==> src/rtl/ram_stream_reader.sv <==
// ram_stream_reader: reads len words from a registered-read RAM
// and streams them out on valid/ready with a last marker.
module ram_stream_reader #(
  parameter int WORD_WIDTH = 8,
  parameter int WORD_COUNT = 256
) (
  input  logic                    clk_i,
  input  logic                    rst_i,
  input  logic                    start_i,
  input  logic [$clog2(WORD_COUNT)-1:0] base_addr_i,
  input  logic [$clog2(WORD_COUNT):0]   len_i,
  output logic                    busy_o,
  output logic                    done_o,
  output logic [$clog2(WORD_COUNT)-1:0] ram_addr_o,
  input  logic [WORD_WIDTH-1:0]   ram_data_i,
  output logic                    m_valid_o,
  input  logic                    m_ready_i,
  output logic [WORD_WIDTH-1:0]   m_data_o,
  output logic                    m_last_o
);

  localparam int AW = $clog2(WORD_COUNT);

  localparam logic [1:0] S_IDLE = 2'd0;
  localparam logic [1:0] S_RUN  = 2'd1;
  localparam logic [1:0] S_DONE = 2'd2;

  logic [1:0]            state_q;
  logic                  a_v_q;
  logic                  b_v_q;
  logic [AW:0]           len_q;
  logic [AW:0]           issued_q;
  logic [AW:0]           sent_q;
  logic [WORD_WIDTH-1:0] fifo_q [4];
  logic [1:0]            wr_q;
  logic [1:0]            rd_q;
  logic [2:0]            cnt_q;

  logic [2:0] outstanding;
  logic       start_ok;
  logic       issue_run;
  logic       push;
  logic       pop;
  logic       last_hs;
  logic [AW-1:0] next_addr;

  assign outstanding = {2'b0, a_v_q} + {2'b0, b_v_q} + cnt_q;
  assign start_ok    = (state_q == S_IDLE) && start_i;
  assign issue_run   = (state_q == S_RUN) && (issued_q < len_q)
                     && (outstanding < 3'd4);
  assign push        = b_v_q;
  assign pop         = m_valid_o && m_ready_i;
  assign last_hs     = pop && m_last_o;
  assign next_addr   = (ram_addr_o == AW'(WORD_COUNT - 1))
                     ? '0 : ram_addr_o + AW'(1);

  assign busy_o    = (state_q != S_IDLE);
  assign done_o    = (state_q == S_DONE);
  assign m_valid_o = (cnt_q != 3'd0);
  assign m_data_o  = fifo_q[rd_q];
  assign m_last_o  = m_valid_o && (sent_q == len_q - (AW+1)'(1));

  // Transfer sequencing: idle, streaming, one-cycle done.
  always_ff @(posedge clk_i or posedge rst_i) begin
    if (rst_i) begin
      state_q <= S_IDLE;
    end else begin
      unique case (state_q)
        S_IDLE: if (start_i)
                  state_q <= (len_i == '0) ? S_DONE : S_RUN;
        S_RUN:  if (last_hs) state_q <= S_DONE;
        default: state_q <= S_IDLE;
      endcase
    end
  end

  // Read issue: address register, stage-A/B valids and counters.
  always_ff @(posedge clk_i or posedge rst_i) begin
    if (rst_i) begin
      ram_addr_o <= '0;
      a_v_q      <= 1'b0;
      b_v_q      <= 1'b0;
      len_q      <= '0;
      issued_q   <= '0;
      sent_q     <= '0;
    end else begin
      b_v_q <= a_v_q;
      a_v_q <= 1'b0;
      if (start_ok) begin
        len_q    <= len_i;
        sent_q   <= '0;
        issued_q <= '0;
        if (len_i != '0) begin
          ram_addr_o <= base_addr_i;
          a_v_q      <= 1'b1;
          issued_q   <= (AW+1)'(1);
        end
      end else if (issue_run) begin
        ram_addr_o <= next_addr;
        a_v_q      <= 1'b1;
        issued_q   <= issued_q + (AW+1)'(1);
      end
      if (pop) sent_q <= sent_q + (AW+1)'(1);
    end
  end

  // Skid FIFO absorbing RAM latency under backpressure.
  always_ff @(posedge clk_i or posedge rst_i) begin
    if (rst_i) begin
      for (int i = 0; i < 4; i++) fifo_q[i] <= '0;
      wr_q  <= '0;
      rd_q  <= '0;
      cnt_q <= '0;
    end else begin
      if (push) begin
        fifo_q[wr_q] <= ram_data_i;
        wr_q         <= wr_q + 2'd1;
      end
      if (pop) rd_q <= rd_q + 2'd1;
      unique case ({push, pop})
        2'b10:   cnt_q <= cnt_q + 3'd1;
        2'b01:   cnt_q <= cnt_q - 3'd1;
        default: cnt_q <= cnt_q;
      endcase
    end
  end

  a_start_known: assert property (
    @(posedge clk_i) disable iff (rst_i) !$isunknown(start_i));
  a_ready_known: assert property (
    @(posedge clk_i) disable iff (rst_i) !$isunknown(m_ready_i));
  a_addr_range: assert property (
    @(posedge clk_i) disable iff (rst_i) int'(ram_addr_o) < WORD_COUNT);
  a_no_overflow: assert property (
    @(posedge clk_i) disable iff (rst_i) outstanding <= 3'd4);

endmodule

==> config.mk <==
export PLATFORM = sky130hd
export DESIGN_NAME = ram_stream_reader
export DESIGN_NICKNAME = d
export VERILOG_FILES = /design/src/rtl/ram_stream_reader.sv
export SDC_FILE = /design/constraint.sdc
export NUM_CORES = 1
export LEC_CHECK = 0
export CAP_MARGIN = 40
export CORE_MARGIN = 8
export CORE_UTILIZATION = 60
export CTS_BUF_LIST = sky130_fd_sc_hd__clkbuf_2
export DETAILED_ROUTE_END_ITERATION = 10
export PLACE_DENSITY_LB_ADDON = 0.15
export SLEW_MARGIN = 20
export SYNTH_ARGS = -nofsm -noshare
export SYNTH_HDL_FRONTEND = slang
export SYNTH_SLANG_ARGS = --single-unit
==> constraint.sdc <==
create_clock -name clk_i -period 6.45 [get_ports clk_i]
set_input_delay 1.29 -clock clk_i [delete_from_list [all_inputs] [get_ports clk_i]]
set_output_delay 1.29 -clock clk_i [all_outputs]
set_load 0.02 [all_outputs]
# == Yosys cells after proc, flatten, opt, wreduce, memory -nomap -nowiden ==
# Index checks and enable logic that the tools add are counted.
# word_totals
regBits,78
out_inout_bits,20
# op_classes
addsub,10
order_cmp,5
n_eq_ne,9
mux,23
bitwise_logic,2
n_reduce_logical,17
# ops
operator,count
2-to-1 mux 8 bit,7
2-to-1 mux 9 bit,4
bitwise mux 32 bit,1
adder 9 x 1 -> 9 bit (second input constant),2
binary-select mux 8 bit (select 2 bit),1
demux 8 bit (select 2 bit),1
equality test 9 bit,1
zero test 9 bit,1
less-than comparator 9 bit,1
nonzero test 9 bit,1
subtractor 9 x 1 -> 9 bit (second input constant),1
adder 8 x 1 -> 8 bit (second input constant),1
equality test 8 bit (second input constant),1
nonzero test 2 bit,4
logical AND 1 bit,7
greater-or-equal comparator 3 bit (second input constant),2
2-to-1 mux 2 bit,3
inverter 2 -> 3 bit,2
one-hot mux 3 bit (2 select lines),1
adder 2 x 1 -> 2 bit (second input constant),2
equality test 2 x 1 -> 1 bit (second input constant),2
equality test 2 bit (second input constant),2
2-to-1 mux 1 bit,4
!= test 2 bit (second input constant),2
other kinds (11),12

# == Logic depth before layout (Yosys ltp) ==
# depth
word_depth,6
ltp_mapped,9
mapped_depth_nobuf,9

# == Least setup slack after synthesis ==
# OpenSTA, ideal clock, no wires.
# synth_path
path_type,register -> output
start,reg len_q[0]
end,out m_last_o
arrival_ps,1880
slack_ps,3280
stages_incl_launch_ff,8
path_buffers,0
path_cell_list,dfrtp_1 > inv_1 > ha_1 > or2b_1 > or3_1 > a32oi_1 > a21oi_1 > nor2_1
# synth_via
elab_chain_cells,3
# synth_rtl
element,line_no,source
from (decl),31,logic [AW:0] len_q;
from (signal assigned),90,len_q <= len_i;
subtractor 9 x 1 -> 9 bit,61,assign m_last_o = m_valid_o && (sent_q == len_q - (AW+1)'(1));
equality test 9 bit,61,
logical AND 1 bit,61,
to (decl),19,output logic m_last_o
# Every way passes these cells.

# == Final worst setup path ==
# Ends and elaborated chain as after synthesis.

==> out/metrics.cfg <==
[run_status]
status = completed

[detailed_routing]
drt_wl_total_mm = 8.78
drtAntennaViolNets = 0
route.detailed.drc = 0
vias_per_cell = 5.88
dr_total_vias = 3082
dr.pass1.iters = 4
drtIter0Drc = 151
routedWlPerCell_um = 16.8

[floorplanning]
die_w_um = 98.9
row_count = 30
dieArea_um2 = 9770
io_pins = 49
core_area_um2 = 6720
initial_utilization = 0.613
die_y_um = 98.9

[clock_network]
cts.sinks = 78
post_cts_resized = 0
cts_buffers = 9
h-tree-depth = 3
clockBufferDepth = 2
cts_root_buffer = clkbuf_2
hold_buffers = 0
cts_setup_buffers = 0
clkSlewWorstSetupHoldPaths_ns = 0.22
cts_tree = done
insertion_delay_ns = 0.52

[global_route]
track_usage = 0.193
grt-ovfl-total = 0
grt_max_degree = 43
grt_pass1_vias = 3078
antenna_found_initial = 0
grt_pass1_wl_mm = 15.2

[power_and_ir_drop]
seqPwrFrac = 0.512
p_leak_nw = 2.09
comb_power_share = 0.260
power.internal_mw = 0.781
power_density_nw_per_um2 = 240
pwr-share-clk = 0.229
power.switching_mw = 0.368
vdd_ir_drop_max_uv = 102
p_sw_frac = 0.320

[sta]
maxSlewViolCount = 0
worst_pin_slew_ns = 0.730
rsz0062_at_grt = false
setup_viol = 0
hold_viol_final = 0
post-route-period-util = 0.680
skew_ns = 0.0246
tns_ns = 0
fmax_mhz = 228
slew_headroom = 0.513
period_minus_slack_ns = 4.39

[synth]
synth_top_area_cell = dfrtp_1
synth-seq-cells = 78
synth_area_um2 = 4120
synth-edff-count = 0
avgSynthCellArea_um2 = 10.5
synthArstFlopShare = 1.00
ys.warnings.count = 0
yosysMostFrequentCell = dfrtp_1
ys_top_cells_by_count = 78 x dfrtp_1, 36 x nand2_1, 35 x o21ai_0
ys_seq_area_frac = 0.474
synth.top_cell.area_share = 0.474
syn_inst = 391
ys.flop_type = dfrtp_1
synthDistinctLibCells = 49
synth_area_leaders = dfrtp_1 47%, mux2_2 9.0%, ha_1 5.5%, mux4_2 4.4%, o21ai_0 4.3%
syn_nets = 439

[placement]
gp_congestion = 0.876
place_hpwl_mm = 6.43
dp_cells = 508
numPortBuffers = 48
post_dp_cell_area_um2 = 4680

[critical_path]
crit_path_max_fanout = 6
timing.rr.start = cnt_q[0]
cp.arrival_ns = 3.10
critPathKind = flip-flop to primary output
reg2reg_depth = 9
start_kind = flip-flop
worstPathRequired_ns = 5.16
crit_start = len_q[0]
crit_path_end_kind = primary output

[min_path]
holdCritStartpoint = a_v_q
min_path_type = flip-flop to flip-flop
holdPathStages = 0

[layout]
regArea_um2 = 1950
fin_cells = 524
final_area_um2 = 4790
multi_input_area_um2 = 2010
syn_to_final_growth_pct = 16.2
num-nets-final = 487
final_util = 0.713
drive_gt1_frac = 0.144
diodes = 0
fill_cells = 476

[job]
max-cap-violations = 0

==> kinds of logic (layout without fill, tap and decap cells) <==
| logic type | Yosys count | after routing | share of synthesized area |
|---|---|---|---|
| multiplexers | 43 | 43 | 0.139 |
| buffers and inverters | 40 | 93 | 0.0380 |
| AND/OR/NAND/NOR | 111 | 111 | 0.134 |
| flip-flops | 78 | 78 | 0.474 |
| adder cells (fa/ha/maj) | 19 | 19 | 0.0595 |
| AO/OA/AOI/OAI | 83 | 83 | 0.120 |
| XOR/XNOR | 17 | 17 | 0.0361 |
==> layout by cell type, fill, tap and decap left out, types with 5 or more instances in the layout <==
cell type and n:
ha_1 18, inv_1 24, xor2_1 9, nor3_1 8, clkdlybuf4s50_1 48, o31ai_1 6
nand3_1 18, o21ai_0 35, or4_1 6, mux2_2 33, nor2_1 19, nand2_1 36
dfrtp_1 78, xnor2_1 8, clkbuf_2 10, mux4_2 8, a21oi_1 19, o211ai_1 5
and3_1 6
==> state kept, by name (all words and copies together), names as in the netlist, 2 cells and up <==
signal and count:
fifo_q 32, issued_q 9, len_q 9, sent_q 9
ram_addr_o 8, cnt_q 3, rd_q 2, state_q 2
wr_q 2
==> per-layer routing <==
metal / GRT usage / vias up / wire, µm
met5: 0 / - / 0
met4: 0.0708 / 0 / 112
met3: 0.0409 / 9 / 494
met2: 0.289 / 75 / 3960
met1: 0.269 / 1484 / 4220
li1: - / 1514 / -
==> final cells by class <==
cell class	count	area share
Multi-Input combinational cell	273	0.420
Sequential cell	78	0.408
Timing Repair Buffer	51	0.108
Tap cell	80	0.0209
Inverter	26	0.0204
Clock inverter	6	0.0131
Clock buffer	10	0.0104
==> power groups by stage <==
stage	combinational (mW)	clock, mW	sequential, mW
floorplan	0.220	0	0.557
global placement	0.293	0	0.595
detailed placement	0.301	0	0.598
CTS	0.302	0.270	0.588
global route	0.329	0.287	0.597
finish	0.298	0.263	0.588
==> metrics by stage <==
stage | power (mW) | setup slack (ns) | hold slack, ns
global route | 1.21 | 1.89 | 0.435
floorplan | 0.777 | 3.16 | 0.360
global placement | 0.888 | 2.76 | 0.366
finish | 1.15 | 2.06 | 0.413
detailed placement | 0.899 | 2.71 | 0.374
CTS | 1.16 | 2.06 | 0.414
==> worst paths after layout <==
check                              to  slack, ns
max                          m_last_o       2.06
min in group asynchronous  fifo_q[30]       1.16
max in group asynchronous       b_v_q       4.70
min                             b_v_q       0.41
max reg2reg                  cnt_q[2]       3.60
min reg2reg                     b_v_q       0.41
==> worst max-delay path, cell delays in order (launching register included) <==
cell and delay (ns):
dfrtp_1 0.48, inv_1 0.13, ha_1 0.27, or2b_1 0.29, or3_1 0.32, a32oi_1 0.21, a21oi_1 0.12, nor2_1 0.13
clkdlybuf4s50_1 0.62
(Power assumes the default switching activity.)
